==> config.mk <==
export PLATFORM = sky130hd
export DESIGN_NAME = sfp_link_supervisor
export DESIGN_NICKNAME = d
export VERILOG_FILES = /design/src/rtl/sfp_link_supervisor.sv
export SDC_FILE = /design/constraint.sdc
export NUM_CORES = 1
export LEC_CHECK = 0
export CELL_PAD_IN_SITES_DETAIL_PLACEMENT = 1
export CELL_PAD_IN_SITES_GLOBAL_PLACEMENT = 1
export CORE_UTILIZATION = 30
export CTS_BUF_LIST = sky130_fd_sc_hd__clkbuf_4
export CTS_CLUSTER_DIAMETER = 150
export CTS_CLUSTER_SIZE = 8
export DETAILED_ROUTE_END_ITERATION = 6
export PLACE_DENSITY = 0.54
export REMOVE_ABC_BUFFERS = 1
export SETUP_SLACK_MARGIN = 0.05
export SLEW_MARGIN = 5
export SYNTH_ARGS = -nofsm -noshare
export SYNTH_HDL_FRONTEND = slang
export SYNTH_SLANG_ARGS = --single-unit
==> constraint.sdc <==
create_clock -name clk_125mhz_int -period 2.8 [get_ports clk_125mhz_int]
set_clock_uncertainty 0.05 [all_clocks]
set_input_delay 0.56 -clock clk_125mhz_int [delete_from_list [all_inputs] [get_ports clk_125mhz_int]]
set_output_delay 0.56 -clock clk_125mhz_int [all_outputs]
set_load 0.1 [all_outputs]
==> src/rtl/sfp_link_supervisor.sv <==
// -----------------------------------------------------------------------------
// sfp_link_supervisor
//
// Link bring-up and recovery controller for the 10G SFP port. Runs on the
// free-running 125 MHz clock. It watches GT RX reset-done, PCS block lock,
// PCS high-BER and SFP module presence. It sequences RX datapath resets and
// escalates to a full GT reset after repeated lock failures. It also publishes
// a debounced link-up flag, the FSM state code and a saturating flap counter.
//
// Ports
//   clk_125mhz_int    in   free-running clock
//   gt_tx_reset       in   asynchronous active-high reset
//   gt_reset_rx_done  in   async, RX reset done (RX user-clock domain)
//   rx_block_lock     in   async, PCS block lock
//   rx_high_ber       in   async, PCS high-BER indication
//   sfp_modprs_n      in   async, low = module present
//   rx_datapath_reset out  request to the GT RX datapath reset
//   gt_reset_all      out  request for a full GT reset
//   link_up           out  debounced link status
//   link_state        out  [2:0] current FSM state code
//   flap_count        out  [7:0] link-up -> link-down transitions, saturating
// -----------------------------------------------------------------------------
module sfp_link_supervisor #(
   parameter int unsigned RX_RESET_CYCLES   = 32,
   parameter int unsigned FULL_RESET_CYCLES = 256,
   parameter int unsigned LOCK_TIMEOUT      = 125000,
   parameter int unsigned DONE_TIMEOUT      = 250000,
   parameter int unsigned UP_DEBOUNCE       = 1024,
   parameter int unsigned MAX_RX_RETRIES    = 4
) (
   input  logic       clk_125mhz_int,
   input  logic       gt_tx_reset,
   input  logic       gt_reset_rx_done,
   input  logic       rx_block_lock,
   input  logic       rx_high_ber,
   input  logic       sfp_modprs_n,
   output logic       rx_datapath_reset,
   output logic       gt_reset_all,
   output logic       link_up,
   output logic [2:0] link_state,
   output logic [7:0] flap_count
);

   // State codes double as the published link_state value.
   localparam logic [2:0] ST_NO_MODULE    = 3'd0;
   localparam logic [2:0] ST_RX_RESET     = 3'd1;
   localparam logic [2:0] ST_WAIT_RX_DONE = 3'd2;
   localparam logic [2:0] ST_WAIT_LOCK    = 3'd3;
   localparam logic [2:0] ST_DEBOUNCE     = 3'd4;
   localparam logic [2:0] ST_LINK_UP      = 3'd5;
   localparam logic [2:0] ST_FAIL         = 3'd6;
   localparam logic [2:0] ST_FULL_RESET   = 3'd7;

   // Timer is sized for the longest interval any state has to measure.
   localparam int unsigned MAX_A   = (LOCK_TIMEOUT > DONE_TIMEOUT) ? LOCK_TIMEOUT : DONE_TIMEOUT;
   localparam int unsigned MAX_B   = (RX_RESET_CYCLES > FULL_RESET_CYCLES) ? RX_RESET_CYCLES : FULL_RESET_CYCLES;
   localparam int unsigned MAX_C   = (MAX_A > MAX_B) ? MAX_A : MAX_B;
   localparam int unsigned T_MAX   = (MAX_C > UP_DEBOUNCE) ? MAX_C : UP_DEBOUNCE;
   localparam int unsigned TIMER_W = ($clog2(T_MAX) < 1) ? 1 : $clog2(T_MAX);

   localparam logic [TIMER_W-1:0] RX_LAST   = TIMER_W'(RX_RESET_CYCLES - 1);
   localparam logic [TIMER_W-1:0] FULL_LAST = TIMER_W'(FULL_RESET_CYCLES - 1);
   localparam logic [TIMER_W-1:0] LOCK_LAST = TIMER_W'(LOCK_TIMEOUT - 1);
   localparam logic [TIMER_W-1:0] DONE_LAST = TIMER_W'(DONE_TIMEOUT - 1);
   localparam logic [TIMER_W-1:0] DEB_LAST  = TIMER_W'(UP_DEBOUNCE - 1);

   // -------------------------------------------------------------------------
   // Input synchronizers, bit order {modprs_n, high_ber, block_lock, rx_done}.
   // modprs_n resets to 1 so nothing advances until a real "present" is seen.
   // -------------------------------------------------------------------------
   localparam logic [3:0] SYNC_RESET = 4'b1000;

   logic [3:0] sync_in;
   logic [3:0] sync_meta;
   logic [3:0] sync_out;

   assign sync_in = {sfp_modprs_n, rx_high_ber, rx_block_lock, gt_reset_rx_done};

   always_ff @(posedge clk_125mhz_int or posedge gt_tx_reset) begin
      if (gt_tx_reset) begin
         sync_meta <= SYNC_RESET;
         sync_out  <= SYNC_RESET;
      end else begin
         sync_meta <= sync_in;
         sync_out  <= sync_meta;
      end
   end

   logic modprs_n;
   logic high_ber;
   logic block_lock;
   logic rx_done;

   assign modprs_n   = sync_out[3];
   assign high_ber   = sync_out[2];
   assign block_lock = sync_out[1];
   assign rx_done    = sync_out[0];

   // -------------------------------------------------------------------------
   // FSM
   // -------------------------------------------------------------------------
   logic [2:0]         state;
   logic [2:0]         next_state;
   logic [TIMER_W-1:0] timer;
   logic [2:0]         retry;
   logic               lock_good;
   logic               escalate;
   logic               state_change;

   assign lock_good    = block_lock && !high_ber;
   assign escalate     = (32'(retry) + 32'd1) >= MAX_RX_RETRIES;
   assign state_change = (next_state != state);

   always_comb begin
      next_state = state;
      if (modprs_n) begin
         // Module absence overrides every other transition.
         next_state = ST_NO_MODULE;
      end else begin
         case (state)
            ST_NO_MODULE: next_state = ST_RX_RESET;
            ST_RX_RESET: begin
               if (timer == RX_LAST) next_state = ST_WAIT_RX_DONE;
            end
            ST_WAIT_RX_DONE: begin
               if (rx_done)                next_state = ST_WAIT_LOCK;
               else if (timer == DONE_LAST) next_state = ST_FAIL;
            end
            ST_WAIT_LOCK: begin
               if (lock_good)               next_state = ST_DEBOUNCE;
               else if (timer == LOCK_LAST) next_state = ST_FAIL;
            end
            ST_DEBOUNCE: begin
               if (!lock_good)             next_state = ST_WAIT_LOCK;
               else if (timer == DEB_LAST) next_state = ST_LINK_UP;
            end
            ST_LINK_UP: begin
               if (!lock_good || !rx_done) next_state = ST_RX_RESET;
            end
            ST_FAIL: begin
               next_state = escalate ? ST_FULL_RESET : ST_RX_RESET;
            end
            ST_FULL_RESET: begin
               if (timer == FULL_LAST) next_state = ST_WAIT_RX_DONE;
            end
            default: next_state = ST_NO_MODULE;
         endcase
      end
   end

   always_ff @(posedge clk_125mhz_int or posedge gt_tx_reset) begin
      if (gt_tx_reset) begin
         state <= ST_NO_MODULE;
         timer <= '0;
      end else begin
         state <= next_state;
         // Cleared on every state entry; saturates so it never wraps in a state.
         if (state_change)    timer <= '0;
         else if (timer != '1) timer <= timer + 1'b1;
      end
   end

   always_ff @(posedge clk_125mhz_int or posedge gt_tx_reset) begin
      if (gt_tx_reset) begin
         retry <= '0;
      end else if ((state == ST_DEBOUNCE && next_state == ST_LINK_UP) ||
                   (state == ST_FULL_RESET && next_state == ST_WAIT_RX_DONE)) begin
         retry <= '0;
      end else if (state == ST_FAIL && retry != '1) begin
         retry <= retry + 1'b1;
      end
   end

   // Any exit from LINK_UP (lock loss, rx_done loss or removal) is one flap.
   always_ff @(posedge clk_125mhz_int or posedge gt_tx_reset) begin
      if (gt_tx_reset) begin
         flap_count <= '0;
      end else if (state == ST_LINK_UP && state_change && flap_count != '1) begin
         flap_count <= flap_count + 1'b1;
      end
   end

   // Outputs are registered from next_state so they change together with state.
   always_ff @(posedge clk_125mhz_int or posedge gt_tx_reset) begin
      if (gt_tx_reset) begin
         rx_datapath_reset <= 1'b1;
         gt_reset_all      <= 1'b0;
         link_up           <= 1'b0;
         link_state        <= ST_NO_MODULE;
      end else begin
         rx_datapath_reset <= (next_state == ST_NO_MODULE) || (next_state == ST_RX_RESET);
         gt_reset_all      <= (next_state == ST_FULL_RESET);
         link_up           <= (next_state == ST_LINK_UP);
         link_state        <= next_state;
      end
   end

endmodule
==> Word level (Yosys, flattened, before mapping) <==
Cells that the tools add are included.
Widths: inputs -> output; s select.
{ "totals": {"reg_bits": 43, "inputBits": 6} }
{ "op_classes": {"addsub": 4, "order_cmp": 1, "n_eq_ne": 20, "mux": 16, "reduce_logical": 16} }
{ "ops": {"columns": ["op", "n"], "rows": [
  ["$mux 3", 13],
  ["$mux 18", 2],
  ["$pmux 3 s8", 1],
  ["$add 18x1->18 const B", 1],
  ["$eq 18x10->1 const B", 1],
  ["$eq 18x17->1 const B", 1],
  ["$eq 18x18->1 const B", 1],
  ["$eq 18x5->1 const B", 1],
  ["$eq 18x8->1 const B", 1],
  ["$eq 3x3->1 const B", 6],
  ["$ne 18x18->1 const B", 1],
  ["$eq 3x2->1 const B", 3],
  ["$add 8x1->8 const B", 1],
  ["$ne 8x8->1 const B", 1],
  ["$eq 3x1->1 const B", 2],
  ["$logic_and 1x1->1", 6],
  ["$logic_not 3->1", 2],
  ["$add 3x1->4 const B", 1],
  ["$ge 4x3->1 const B", 1],
  ["$reduce_bool 2->1", 2],
  ["$add 3x1->3 const B", 1],
  ["$logic_not 1->1", 3],
  ["$logic_or 1x1->1", 3],
  ["$ne 3x3->1", 1],
  ["$ne 3x3->1 const B", 1]
]} }

==> Depth between registers and ports, before layout <==
{ "logic_depth": {"ltp_word": 11, "mapped_depth": 10, "ltp_nobuf": 9} }

==> Worst setup path before layout <==
No wires, ideal clock.
{ "synth_path": {"path_kind": "reg-to-reg", "start": "reg link_state[2] (netlist name)", "end": "reg flap_count[1]", "arrival_time_ps": 3003, "required_ps": 2622, "setup_slack_ps": -381, "path_stages_with_launch": 10, "synth_period_minus_slack_ps": 3181, "path_cell_list": "dfrtp_1 -> buf_2 -> clkbuf_1 -> o311ai_0 -> and3_1 -> o31a_1 -> and4_4 -> buf_6 -> nor3_2 -> mux2_1"} }
{ "synth_lines": {"columns": ["item", "line_no", "rtl"], "rows": [
  ["to (signal assigned)", "179", "flap_count <= flap_count + 1'b1;"],
  ["to (decl)", "41", "output logic [7:0] flap_count"]
]} }

==> Final worst setup path <==
{ "layout_path": {"start": "reg timer[17]", "end": "reg flap_count[1]"} }
{ "layout_between": {"elab_chain_cells": 8, "word_cells_on_any_way": 18, "cone_classes": "eq/ne (6); mux (10); reduce/logical (2)"} }
{ "layout_lines": {"columns": ["item", "line_no", "rtl"], "rows": [
  ["from (decl)", "104", "logic [TIMER_W-1:0] timer;"],
  ["from (signal assigned)", "159", "else if (timer != '1) timer <= timer + 1'b1;"],
  ["$eq 18x10->1 (tied with other cells)", "135", "else if (timer == DEB_LAST) next_state = ST_LINK_UP;"],
  ["$mux 3 (on tied branches)", "135, 127, 131", null],
  ["$mux 3 (on tied branches)", "134, 126, 130", null],
  ["$pmux 3 s8 *", "120", "case (state)"],
  ["$mux 3 *", "116", "if (modprs_n) begin"],
  ["via next_state[0]", "103", "logic [2:0] next_state;"],
  ["$ne 3x3->1 *", "112", "assign state_change = (next_state != state);"],
  ["$logic_and 1x1->1 * (2 in a row)", "178", "end else if (state == ST_LINK_UP && state_change && flap_count != '1) begin"]
]} }
Mark *: on every way through the listed nets, which the timed path passes. The rest lies on a longest branch.
A chain may end at the register's enable or synchronous reset.

==> metrics.csv <==
metric,value,unit
total via count after detailed routing,1881,
Synth Area per Inst,10.1,sq um
R2R cell count,8,
placement row count,32,
sequential share of the synthesized area,45.6,%
via count of the first global-routing pass,1892,
worst hold slack after final layout,0.315,ns
routed wirelength normalized by instance count,15.6,um
count of input and output buffers,19,
busiest layer in global routing,met2,
GRT Total Usage,14.7,%
number of buffers added to fix hold violations after cts,0,
"Net count, final",285,
leading register cell type out of synthesis,sky130_fd_sc_hd__dfrtp_1,
endpoint of the worst-slack reg-to-reg timing path,flap_count[1],
clock buffers created by TritonCTS,5,
hold violation count in the final report,0,
worst min-delay path endpoint,sync_out[0],
setup repair after global routing missed its margin,yes,
Floorplan Core Area,7690,sq um
total gr overflow,0,
"Max FO, Critical Path",7,
final estimated routing congestion in global placement,0.773,
met2 track utilization from global routing,23.6,%
clk buf depth,2,
Final Max Tran Viols,0,
chip width,90.8,um
clock slew at reported path FFs,0.14,ns
total negative setup slack,0,ns
TritonCTS clock tree,done,
total number of H-tree levels,2,
Post-synth EDFFs,0,
Antenna diodes,0,
DP HPWL,4380,um
final clock period utilization by the worst path,93.8,%
DRC marker count from the first detailed-route iteration,73,
met3 Resource Use GR,2.86,%
final setup violating endpoints,0,
element type at the critical path start,flip-flop,
DR pass1 iterations,4,
yosys warns,0,
post-synthesis sequential element count,43,
GR met1 Demand/Resource,20.3,%
post-layout utilization of the core,38.0,%
sum of routed wire length over all layers,5870,um
Cell variety after synth,53,
leakage power,1.27,nW
clock latency reported for the late side of the worst-skew pair,0.35,ns
area share of the largest cell type after synthesis,42.3,%
buffer cell driving the clock tree root,sky130_fd_sc_hd__clkbuf_4,
area of the die,8250,sq um
final critical delay including setup and external delays,2.63,ns
fillcell total,910,
reg-to-reg critical path startpoint,timer[17],
worst min-delay path startpoint,sync_meta[0],
cell type with the largest total area after synthesis,sky130_fd_sc_hd__dfrtp_1,
cell depth of the worst hold path,0,
total DRC errors in the routed layout,0,
post-layout power,1.19,mW
Final ANT Viol Nets,0,
Post-synth ARST share,100,%
antenna violations before repair,0,
kind of end point of the critical path,flip-flop,
Max rail drop VDD,0.000162,V
type of the most critical hold path,reg -> reg,
pwr/cell area,405,nW/um^2
largest net degree at the start of global routing,19,
max-cap viol count,0,
Syn-to-layout area delta,23.6,%
actual transition at the worst max-transition pin,0.542,ns
class of the most critical setup path,reg -> reg,
Chip Height,90.8,um
max-slew headroom at the worst pin,63.6,%
reg-to-reg setup timing slack,0.17,ns
count of clock tree sinks,43,
status,finished clean,
Via-to-Cell Ratio,4.99,
Synth Cell Area,2370,sq um
critical path required time,2.99,ns
largest cells by area after synthesis,"sky130_fd_sc_hd__dfrtp_1 42%, sky130_fd_sc_hd__xnor2_1 4.4%, sky130_fd_sc_hd__xor2_1 4.4%, sky130_fd_sc_hd__nor2_1 4.1%, sky130_fd_sc_hd__dfstp_2 3.3%",
count of mapped cells out of synthesis,234,
arrival time of data at the critical path endpoint,2.82,ns
number of top-level pins,20,
top achievable clock speed,0.381,GHz
first-pass GRT wire length,9560,um
initial core utilization,30.8,%
ratio of cells with drive above 1 in the final layout,26.2,%
==> synth_stat cells, drive strengths merged, types with 2 or more instances <==
cell type  instances
buf                7
a21oi              4
ha                 5
a211oi             2
nand3              8
nor2              26
nor2b              3
or2                2
mux2               3
nor3b              2
nand2             20
dfstp              3
nor4b              3
nand4             11
xnor2             12
dfrtp             40
nor3              13
xor2              12
and4               3
inv                3
mux2i              3
nand2b             7
nor4               8
or3                3
and2               2
clkbuf             2
o21ai              3
and3               8
o31a               2
==> cell usage in the layout, fill, tap and decap left out, drive strengths merged, types with 4 or more instances in the layout <==
cell | netlist | routed
nand2b | 7 | 7
nand3 | 8 | 8
nor2 | 26 | 26
a21oi | 4 | 4
nand4 | 11 | 11
nand2 | 20 | 20
clkdlybuf4s50 | 0 | 5
ha | 5 | 5
xnor2 | 12 | 12
buf | 7 | 37
and3 | 8 | 8
nor4 | 8 | 8
nor3 | 13 | 13
dfrtp | 40 | 40
xor2 | 12 | 12
clkbuf | 2 | 5
==> worst max-delay path by stage <==
stage                  startpoint  slack, ns  cells after the start             to
floorplan           link_state[1]      -0.44                      8  flap_count[1]
global placement        timer[17]       0.07                      8  flap_count[7]
detailed placement       retry[0]       0.06                      8  flap_count[1]
CTS                     timer[17]       0.06                      8  flap_count[1]
global route            timer[16]       0.03                      9       timer[7]
finish                  timer[17]       0.17                      8  flap_count[1]
==> kinds of logic after synthesis <==
family          count (synthesis)  share of synthesized area [%]
buf+inv                        12                           2.80
flops                          43                           45.6
compound gates                 19                           5.87
xor+xnor                       24                           8.88
mux                             6                           2.70
fa+ha+maj                       5                           2.64
simple gates                  125                           31.5
==> report_power, final <==
part	internal [mW]	switching, mW
combinational	0.0612	0.0722
sequential	0.641	0.0228
clock	0.184	0.204
total	0.886	0.299
==> through the flow <==
stage | cell area, sq um | std cells | setup WS (ns)
after global placement | 2720 | 363 | 0.0725
final | 2920 | 377 | 0.173
after floorplan | 2310 | 225 | -0.435
after detailed placement | 2720 | 363 | 0.0586
after CTS | 2800 | 371 | 0.0625
after global routing | 2920 | 377 | 0.0313
==> flip-flops by register name, indices dropped and copies added (netlist names) <==
signal / count
retry: 3
link_up: 1
gt_reset_all: 1
sync_meta: 4
sync_out: 4
rx_datapath_reset: 1
flap_count: 8
timer: 18
link_state: 3
==> layout make-up <==
type	count	area, sq um	share of cell area (%)
inverters	3	11.3	0.385
flip-flops and latches	43	1090	37.1
well taps	102	128	4.36
repair buffers	42	333	11.4
clock inverters	3	38.8	1.33
multi-input cells	179	1290	44.1
clock buffers	5	37.5	1.28
==> worst max-delay path: stages, from the launching register on <==
cell and delay, ns:
sky130_fd_sc_hd__dfrtp_2 0.49, sky130_fd_sc_hd__or3_1 0.44, sky130_fd_sc_hd__nor4_4 0.18, sky130_fd_sc_hd__a21oi_1 0.10, sky130_fd_sc_hd__or3_4 0.41, sky130_fd_sc_hd__nor2b_4 0.15
sky130_fd_sc_hd__and4_4 0.21, sky130_fd_sc_hd__nor3_4 0.15, sky130_fd_sc_hd__mux2_1 0.34
==> per-layer routing <==
| layer | routed length [um] | part of all wire [%] |
|---|---|---|
| met1 | 2920 | 50 |
| met2 | 2780 | 47 |
| met3 | 137 | 2.3 |
| met4 | 27 | 0.46 |
| met5 | 0 | 0 |
==> what timing repair did <==
action | CTS | global route
setup buffers | 0 | 5
endpoints found under the setup margin | 1 | 25
pin swaps | 0 | 7
gates resized for setup | 2 | 16
cloned | 0 | 1
No activity file was read; power rests on OpenSTA's default activity.
